$ cat src/rtl/tmr_multi_match_if.sv
// ----------------------------------------------------------------------------
// tmr_multi_match_if -- register bus between a host and the tmr_multi_match
// timer.
//
// Signals:
//   sfr_wr_en  write strobe
//   sfr_rd_en  read strobe
//   sfr_addr   5-bit word address
//   sfr_wdata  32-bit write data
//   sfr_rdata  32-bit registered read data (driven by the timer)
//
// Modports: master (host side), slave (timer side).
// ----------------------------------------------------------------------------
interface tmr_multi_match_if;
    logic        sfr_wr_en;
    logic        sfr_rd_en;
    logic [4:0]  sfr_addr;
    logic [31:0] sfr_wdata;
    logic [31:0] sfr_rdata;

    modport master (
        output sfr_wr_en, sfr_rd_en, sfr_addr, sfr_wdata,
        input  sfr_rdata
    );

    modport slave (
        input  sfr_wr_en, sfr_rd_en, sfr_addr, sfr_wdata,
        output sfr_rdata
    );
endinterface

$ cat src/rtl/tmr_multi_match.sv
// ----------------------------------------------------------------------------
// tmr_multi_match -- up-counter with selectable tick source, one-shot mode,
// overflow flag and NUM_MATCH compare channels behind a small register file.
//
// Ports:
//   sys_clk    clock, all state on the rising edge
//   sys_rst_n  synchronous active-low reset
//   tick_in    per-source count enables (bit 0 unused: clksrc 0 counts always)
//   sfr        register bus (tmr_multi_match_if.slave)
//   irq        OR over all sources of (flag AND enable)
//   running    high while the FSM is in RUN
//
// Register map (word address):
//   0 CTRL   on[0] rst[1] ld[2] rd[3] oneshot[4] stop[6] start[7] clksrc[10:8]
//   1 VAL    shadow register (load source / snapshot target)
//   2 IRQ    flags[15:0] (ovf bit 15, matchk bit k, W1C), enables[31:16]
//   3+k      MATCHk
//
// Optional feature macro: TMR_MULTI_MATCH_AUTO_RELOAD_EN -- when defined, the
// counter reloads 0 on the increment after it reaches MATCH0, so channel 0
// sets the period (MATCH0+1 ticks).
// ----------------------------------------------------------------------------
module tmr_multi_match #(
    parameter int TMR_W     = 32,
    parameter int NUM_MATCH = 4
) (
    input  logic             sys_clk,
    input  logic             sys_rst_n,
    input  logic [7:0]       tick_in,
    tmr_multi_match_if.slave sfr,
    output logic             irq,
    output logic             running
);

    typedef enum logic [1:0] {ST_OFF, ST_STOP, ST_RUN} state_t;

    localparam logic [4:0]       ADDR_CTRL = 5'd0;
    localparam logic [4:0]       ADDR_VAL  = 5'd1;
    localparam logic [4:0]       ADDR_IRQ  = 5'd2;
    localparam logic [TMR_W-1:0] CNT_ONE   = TMR_W'(1);
    localparam logic [TMR_W-1:0] CNT_MAX   = '1;
    localparam logic [15:0]      FLAG_MASK = 16'h8000 | 16'((32'd1 << NUM_MATCH) - 32'd1);

    state_t           state_q, state_next;
    logic             ctrl_on, ctrl_oneshot;
    logic [2:0]       ctrl_clksrc;
    logic             cmd_rst, cmd_ld, cmd_rd, cmd_start, cmd_stop;
    logic [TMR_W-1:0] val_q, cnt_q, cnt_step, cnt_next;
    logic [TMR_W-1:0] match_q [NUM_MATCH];
    logic [15:0]      flags_q, irq_en_q, flag_set, flags_next;
    logic [NUM_MATCH-1:0] match_hit;
    logic [31:0]      rd_mux, rdata_q;
    logic             wr_ctrl, wr_val, wr_irq;
    logic             count_en, do_inc, ovf_set, reload;

    assign wr_ctrl = sfr.sfr_wr_en && (sfr.sfr_addr == ADDR_CTRL);
    assign wr_val  = sfr.sfr_wr_en && (sfr.sfr_addr == ADDR_VAL);
    assign wr_irq  = sfr.sfr_wr_en && (sfr.sfr_addr == ADDR_IRQ);

    // Pending rst/ld win over counting, so an increment only happens without them.
    assign count_en = (state_q == ST_RUN) && ((ctrl_clksrc == 3'd0) || tick_in[ctrl_clksrc]);
    assign do_inc   = count_en && !cmd_rst && !cmd_ld;
    assign ovf_set  = do_inc && (cnt_q == CNT_MAX);

`ifdef TMR_MULTI_MATCH_AUTO_RELOAD_EN
    assign reload = do_inc && (cnt_q == match_q[0]);
`else
    assign reload = 1'b0;
`endif

    assign cnt_step = reload ? '0 : (cnt_q + CNT_ONE);

    always_comb begin
        // NOTE: every always_comb output gets a default first so no path infers a latch.
        match_hit = '0;
        flag_set  = '0;
        for (int k = 0; k < NUM_MATCH; k++) begin
            match_hit[k] = do_inc && (cnt_step == match_q[k]);
            flag_set[k]  = match_hit[k];
        end
        flag_set[15] = ovf_set;
        // A hardware set in the same cycle overrides a W1C.
        flags_next = ((flags_q & ~(wr_irq ? sfr.sfr_wdata[15:0] : 16'h0)) | flag_set) & FLAG_MASK;
    end

    always_comb begin
        cnt_next = cnt_q;
        if (cmd_rst)     cnt_next = '0;
        else if (cmd_ld) cnt_next = val_q;
        else if (do_inc) cnt_next = cnt_step;
    end

    always_comb begin
        state_next = state_q;
        if (!ctrl_on) begin
            state_next = ST_OFF;
        end else begin
            case (state_q)
                ST_OFF:  state_next = ST_STOP;
                ST_STOP: if (cmd_start && !cmd_stop) state_next = ST_RUN;
                ST_RUN:  if (cmd_stop || (ctrl_oneshot && ovf_set)) state_next = ST_STOP;
                default: state_next = ST_OFF;
            endcase
        end
    end

    always_comb begin
        rd_mux = '0;
        case (sfr.sfr_addr)
            ADDR_CTRL: rd_mux = {21'h0, ctrl_clksrc, 3'h0, ctrl_oneshot, 3'h0, ctrl_on};
            ADDR_VAL:  rd_mux[TMR_W-1:0] = val_q;
            ADDR_IRQ:  rd_mux = {irq_en_q, flags_q};
            default: begin
                for (int k = 0; k < NUM_MATCH; k++) begin
                    if (sfr.sfr_addr == 5'(k + 3)) rd_mux[TMR_W-1:0] = match_q[k];
                end
            end
        endcase
    end

    // NOTE: sequential state uses non-blocking assignments so every register
    // samples pre-edge values regardless of statement order.
    always_ff @(posedge sys_clk) begin
        if (!sys_rst_n) begin
            state_q      <= ST_OFF;
            ctrl_on      <= 1'b0;
            ctrl_oneshot <= 1'b0;
            ctrl_clksrc  <= 3'd0;
            cmd_rst      <= 1'b0;
            cmd_ld       <= 1'b0;
            cmd_rd       <= 1'b0;
            cmd_start    <= 1'b0;
            cmd_stop     <= 1'b0;
            val_q        <= '0;
            cnt_q        <= '0;
            flags_q      <= '0;
            irq_en_q     <= '0;
            rdata_q      <= '0;
            // NOTE: the match array is a handful of flops, not a RAM, so it is
            // cleared by reset like every other register.
            for (int k = 0; k < NUM_MATCH; k++) match_q[k] <= '0;
        end else begin
            state_q   <= state_next;
            cnt_q     <= cnt_next;
            flags_q   <= flags_next;
            // Command bits live for exactly one cycle after the CTRL write.
            cmd_rst   <= wr_ctrl && sfr.sfr_wdata[1];
            cmd_ld    <= wr_ctrl && sfr.sfr_wdata[2];
            cmd_rd    <= wr_ctrl && sfr.sfr_wdata[3];
            cmd_stop  <= wr_ctrl && sfr.sfr_wdata[6];
            cmd_start <= wr_ctrl && sfr.sfr_wdata[7];
            if (wr_ctrl) begin
                ctrl_on      <= sfr.sfr_wdata[0];
                ctrl_oneshot <= sfr.sfr_wdata[4];
                ctrl_clksrc  <= sfr.sfr_wdata[10:8];
            end
            if (cmd_rd)      val_q <= cnt_q;
            else if (wr_val) val_q <= sfr.sfr_wdata[TMR_W-1:0];
            if (wr_irq) irq_en_q <= sfr.sfr_wdata[31:16] & FLAG_MASK;
            for (int k = 0; k < NUM_MATCH; k++) begin
                if (sfr.sfr_wr_en && (sfr.sfr_addr == 5'(k + 3)))
                    match_q[k] <= sfr.sfr_wdata[TMR_W-1:0];
            end
            if (sfr.sfr_rd_en) rdata_q <= rd_mux;
        end
    end

    assign sfr.sfr_rdata = rdata_q;
    assign irq           = |(flags_q & irq_en_q);
    assign running       = (state_q == ST_RUN);

endmodule
$ cat src/flat_wrapper.sv
// flat-port wrapper written by rule: the top's interface ports become plain ports
module tmr_multi_match_flat 
#(
    parameter int TMR_W     = 32,
    parameter int NUM_MATCH = 4
)
  (sys_clk, sys_rst_n, tick_in, irq, running, sfr_sfr_wr_en, sfr_sfr_rd_en, sfr_sfr_addr, sfr_sfr_wdata, sfr_sfr_rdata);
  tmr_multi_match_if sfr_i ();
  input  logic sys_clk;
  input  logic sys_rst_n;
  input  logic [7:0] tick_in;
  output logic irq;
  output logic running;
  input wire logic [$bits(sfr_i.sfr_wr_en)-1:0] sfr_sfr_wr_en;
  input wire logic [$bits(sfr_i.sfr_rd_en)-1:0] sfr_sfr_rd_en;
  input wire logic [$bits(sfr_i.sfr_addr)-1:0] sfr_sfr_addr;
  input wire logic [$bits(sfr_i.sfr_wdata)-1:0] sfr_sfr_wdata;
  output wire logic [$bits(sfr_i.sfr_rdata)-1:0] sfr_sfr_rdata;
  assign sfr_i.sfr_wr_en = sfr_sfr_wr_en;
  assign sfr_i.sfr_rd_en = sfr_sfr_rd_en;
  assign sfr_i.sfr_addr = sfr_sfr_addr;
  assign sfr_i.sfr_wdata = sfr_sfr_wdata;
  assign sfr_sfr_rdata = sfr_i.sfr_rdata;
  tmr_multi_match #(.TMR_W(TMR_W), .NUM_MATCH(NUM_MATCH)) u_core (.sys_clk(sys_clk), .sys_rst_n(sys_rst_n), .tick_in(tick_in), .sfr(sfr_i), .irq(irq), .running(running));
endmodule
$ cat config.mk
export PLATFORM = sky130hd
export DESIGN_NAME = tmr_multi_match_flat
export DESIGN_NICKNAME = d
export VERILOG_FILES = /design/src/rtl/tmr_multi_match_if.sv /design/src/rtl/tmr_multi_match.sv /design/src/flat_wrapper.sv
export SDC_FILE = /design/constraint.sdc
export NUM_CORES = 1
export LEC_CHECK = 0
export ABC_AREA = 0
export ABC_CLOCK_PERIOD_IN_PS = 6100
export CAP_MARGIN = 20
export CORE_ASPECT_RATIO = 1.2
export CORE_MARGIN = 3
export CORE_UTILIZATION = 40
export CTS_CLUSTER_DIAMETER = 120
export DETAILED_ROUTE_END_ITERATION = 8
export PLACE_DENSITY = 0.64
export SLEW_MARGIN = 20
export SYNTH_ARGS = -nofsm -noshare
export SYNTH_HDL_FRONTEND = slang
export SYNTH_SLANG_ARGS = --single-unit
$ cat constraint.sdc
create_clock -name sys_clk -period 6.1 [get_ports sys_clk]
set_clock_uncertainty 0.05 [all_clocks]
set_input_delay 1.22 -clock sys_clk [delete_from_list [all_inputs] [get_ports sys_clk]]
set_output_delay 1.22 -clock sys_clk [all_outputs]
set_load 0.02 [all_outputs]
# Yosys cells after proc, flatten, opt, wreduce, memory -nomap -nowiden
# Memories as Yosys holds them, arrays and structs flattened.
# Index checks and enable logic that the tools add are counted.
[classes] addsub=1 n_lt_le_gt_ge=1 n_eq_ne=15 mux=32 n_bitwise=9 reduce_logical=36
[ops] op="2-to-1 mux 32 bit" n=12
[ops] op="== test 32 bit" n=4
[ops] op="one-hot mux 32 bit (3 select lines)" n=1
[ops] op="adder 32 x 1 -> 32 bit (second input constant)" n=1
[ops] op="bitwise AND 16 bit" n=2
[ops] op="== test 32 bit (second input constant)" n=1
[ops] op="logical AND 1 bit" n=22
[ops] op="2-to-1 mux 16 bit" n=1
[ops] op="inverter 16 bit" n=1
[ops] op="OR 16 bit" n=1
[ops] op="OR reduction 16 bit" n=1
[ops] op="== test 5 x 3 -> 1 bit (second input constant)" n=3
[ops] op="2-to-1 mux 1 bit" n=14
[ops] op="== test 5 x 2 -> 1 bit (second input constant)" n=2
[ops] op="one-hot mux 2 bit (3 select lines)" n=1
[ops] op="== test 5 x 1 -> 1 bit (second input constant)" n=1
[ops] op="logical NOT 5 bit" n=1
[ops] op="< comparator 3 x 4 -> 1 bit (second input constant)" n=1
[ops] op="2-to-1 mux 2 bit" n=2
[ops] op="!= test 2 x 1 -> 1 bit (second input constant)" n=2
[ops] op="OR 1 bit" n=4
[ops] op="AND reduction 2 bit" n=2
[ops] op="nonzero test 2 bit" n=2
[ops] op="binary-select mux 1 bit (select 3 bit)" n=1
[ops] op="other kinds (8)" n=11
[totals] ff_bits=129 ram_bits=128 inputBits=49 output_inout_bits=34 elab_cells=110 memories=1
[mem_list] memory="u_core.match_q" words=4 width=32 read_ports=4 rd_clocked_by_memory_dff=0 write_ports=4 line_no="tmr_multi_match.sv:49" rtl="logic [TMR_W-1:0] match_q [NUM_MATCH];"

# Depth between registers and ports, before layout
[depth] word_depth=11 ltp_mapped=11 mapped_depth_nobuf=9

# Least setup slack after synthesis
# OpenSTA, ideal clock, no wires.
[synth_path] path_kind="input to register" start="input sfr_sfr_addr[3]" end="memory u_core.match_q[0][0] (enable)" setup_time_ps=389 arrival_ps=3237 required_time_ps=5661 setup_slack_ps=2424 cell_stages=7 path_buffers=3 path_cell_list="nor3_1 and3_1 clkbuf_1 clkbuf_1 clkbuf_1 nand2_1 nand2_1"
[synth_lines] element="start, declared" line_no="flat_wrapper.sv:16" rtl="input wire logic [$bits(sfr_i.sfr_addr)-1:0] sfr_sfr_addr;"
[synth_lines] element="end, declared" line_no="tmr_multi_match.sv:49"

# Final worst setup path
[layout_path] start="register u_core.cnt_q[4]" end="register u_core.flags_q[2]"
[layout_between] elab_chain_len=4
[layout_rtl] element="start, declared" line_no="tmr_multi_match.sv:48" rtl="logic [TMR_W-1:0] val_q, cnt_q, cnt_step, cnt_next;"
[layout_rtl] element="start signal, assigned" line_no="tmr_multi_match.sv:144" rtl="cnt_q <= cnt_next;"
[layout_rtl] element="adder 32 x 1 -> 32 bit" line_no="tmr_multi_match.sv:71" rtl="assign cnt_step = reload ? '0 : (cnt_q + CNT_ONE);"
[layout_rtl] element="== test 32 bit" line_no="tmr_multi_match.sv:78" rtl="match_hit[k] = do_inc && (cnt_step == match_q[k]);"
[layout_rtl] element="logical AND 1 bit" line_no="tmr_multi_match.sv:78"
[layout_rtl] element="OR 16 bit" line_no="tmr_multi_match.sv:83" rtl="flags_next = ((flags_q & ~(wr_irq ? sfr.sfr_wdata[15:0] : 16'h0)) | flag_set) & FLAG_MASK;"
[layout_rtl] element="end signal, assigned" line_no="tmr_multi_match.sv:145" rtl="flags_q <= flags_next;"
[layout_rtl] element="end, declared" line_no="tmr_multi_match.sv:50" rtl="logic [15:0] flags_q, irq_en_q, flag_set, flags_next;"
# Every way passes these cells.
# A chain may end at the register's enable or synchronous reset.

==> metrics.yaml <==
yosys:
  synth_cell_type_count: 74
  yosys.area.top_type: "edfxtp_1"
  synth_fp_nets: 1582
  ys_top_cells_by_area: "edfxtp_1 27%, dfxtp_1 17%, and2_1 5.9%"
  synth-seq-cells: 246
  yosys-top-cells-count: "137 x nor2_1, 133 x and2_1, 128 x edfxtp_1, 118 x dfxtp_1, 105 x nand2_1"
  ys_seq_area_share_pct: 43.7
  synth_top_area_share_pct: 27.0
  syn_area_sq_mm: 0.0142
  yosys_warnings: 0
  synth_edf_count: 128
  syn_inst: 1532
  syn_avg_cell_area_sq_um: 9.28
  async_flop_share_pct: 0
  synth_flop_cell: "edfxtp_1"
  yosysMostFrequentCell: "nor2_1"
floorplanning:
  start_util_pct: 40.6
  ios: 83
  core_area_sq_mm: 0.0350
  num_rows: 75
  dieArea_sq_mm: 0.0378
  die_x_microns: 178
  die_h_microns: 213
clock_network:
  clock-root-buffer: "clkbuf_16"
  cts_setup_buffers: 0
  cts_buffer_depth: 3
  htree_levels: 1
  path_clk_slew_ns: 0.06
  clock_sinks: 246
  hold_buffers: 0
  clk_latency_ns: 0.56
  cts_resized: 0
  numCtsBuffers: 26
  cts_tree: "yes"
route:
  wl_met3_microns: 4240
  top_layer_used: "met4"
  wl_met1_microns: 21500
  drcViolationCount: 0
  viasPerCell: 6.20
  vias: 12581
  drtIter0Drc: 1651
  wl_microns: 53600
  ant_nets: 0
  dr_wl_met2_microns: 25100
  avgRoutedWirePerCell_microns: 26.4
  dr.pass1.iters: 6
global_route:
  grt.total_usage_pct: 27.9
  grt_pass1_wl_microns: 78700
  grt_pass1_vias: 12035
  antenna_found_initial: 0
  grt_max_degree: 65
  gr-total-overflow: 0
sta:
  finalSetupViolations: 0
  setup_tns_ns: 0
  rsz0062_at_grt: "false"
  post-route-min-period_ns: 4.28
  tightest_slew_ns: 1.07
  relSlewSlack_pct: 28.2
  fmax_ghz: 0.234
  hold_slack_ns: 0.417
  final-hold-violation-count: 0
  maxSlewViolCount: 0
  fin_crit_sh_pct: 70.2
critical_path:
  critPathRequiredTime_ns: 6.52
  end_kind: "flip-flop"
  cpPeakStageDelay_ns: 0.86
  cp_max_fo: 14
  start_kind: "flip-flop"
  crit_chain: "nand3_2 -> nor4_4 -> nand3_1 -> xnor2_1 -> a221o_1 -> or3_1 -> or4_1 -> o31ai_2"
  cp_data_arrival_time_ns: 4.70
  cp_slowest_cell: "nor4_4"
  crit_type: "reg2reg"
job:
  drv_cap: 0
placement:
  gp_congestion: 1.05
  place.port_buffers: 81
  place_hpwl_microns: 37100
power_and_ir_drop:
  p_per_area_mw_per_mm2: 238
  cellLeakagePower_nw: 5.20
  vdd_ir_drop_max_v: 0.000213
hold_path:
  hp-class: "reg2reg"
layout:
  drive_above_1_share_pct: 5.93
  area_growth_pct: 14.1
  nets: 1597
outcome:
  status: "completed"
==> final timing paths <==
check                                                  start                              to  slack [ns]  cells past startpoint
worst max register to register  u_core.cnt_q[4]$_SDFFE_PP0P_    u_core.flags_q[2]$_SDFF_PN0_        1.82                      8
worst min register to register    u_core.cmd_stop$_SDFF_PN0_  u_core.state_q[1]$_SDFFE_PN0P_        0.42                      1
worst min-delay path              u_core.cmd_stop$_SDFF_PN0_  u_core.state_q[1]$_SDFFE_PN0P_        0.42                      1
worst max-delay path            u_core.cnt_q[4]$_SDFFE_PP0P_    u_core.flags_q[2]$_SDFF_PN0_        1.82                      8
==> cell type report <==
type | count | area (sq um)
clock buffer | 39 | 731
inverter | 17 | 63.8
tap | 462 | 578
antenna | 1 | 2.50
fill | 3309 | 18800
timing repair buffer | 107 | 1030
clock inverter | 9 | 131
multi-input combinational | 1149 | 7470
sequential | 246 | 6210
==> stage by stage <==
step                      setup WS [ns]  utilization [%]  area, sq um  total power (W)  cells
after global placement             1.82             43.9        15400          0.00223   1981
after floorplan                    2.42                -        14200          0.00205   1532
final                              1.82             46.3        16200          0.00386   2030
after CTS                          1.86             46.3        16200          0.00386   2029
after detailed placement           1.80             43.9        15400          0.00223   1981
after global routing               1.66             46.3        16200          0.00395   2029
==> sequential cells by signal, summed over array words and instances, names as in the netlist <==
register,cells
u_core.cmd_ld,1
u_core.match_q,128
u_core.cmd_stop,1
u_core.sfr.sfr_rdata,32
u_core.val_q,32
u_core.cnt_q,32
u_core.cmd_start,1
u_core.irq_en_q,5
u_core.cmd_rst,1
u_core.ctrl_oneshot,1
u_core.ctrl_on,1
u_core.state_q,2
u_core.ctrl_clksrc,3
u_core.cmd_rd,1
u_core.flags_q,5
==> per-layer routing <==
layer,vias to the layer above,global-route usage (%)
li1,5594,-
met1,6180,37.2
met2,667,45.1
met3,140,3.23
met4,0,13.4
met5,-,0
==> critical path: cells and delay by family (launching register included) <==
kind | cells | cell delay [ns]
simple gates | 5 | 2.58
flops | 1 | 0.69
xor+xnor | 1 | 0.30
compound gates | 2 | 0.57
==> cells in the final DEF, fill, tap and decap left out, drive strengths merged, types with 30 or more instances in the layout <==
cell,synthesis,layout
a21oi,91,91
dfxtp,118,118
clkbuf,97,39
nand3,30,30
a211oi,45,45
xor2,62,62
xnor2,94,94
and2,133,133
o21ai,74,74
nor2,137,137
clkdlybuf4s50,0,79
edfxtp,128,128
mux2i,67,67
nand2,105,105
==> power breakdown <==
group	internal, W	switching (W)
logic	0.000129	0.000205
clock network	0.000957	0.000692
registers	0.00181	0.0000668
==> logic make-up (layout without fill, tap and decap cells) <==
family | Yosys count | in the layout | synth area share, %
AND/OR/NAND/NOR | 553 | 553 | 20.7
AO/OA/AOI/OAI | 369 | 369 | 17.0
flip-flops | 246 | 246 | 43.7
XOR/XNOR | 156 | 156 | 9.61
buffers and inverters | 137 | 172 | 3.89
multiplexers | 70 | 70 | 5.03
adder cells (fa/ha/maj) | 1 | 1 | 0.0880
other | 0 | 1 | 0
Note: power is estimated with default switching activity, not from simulation.
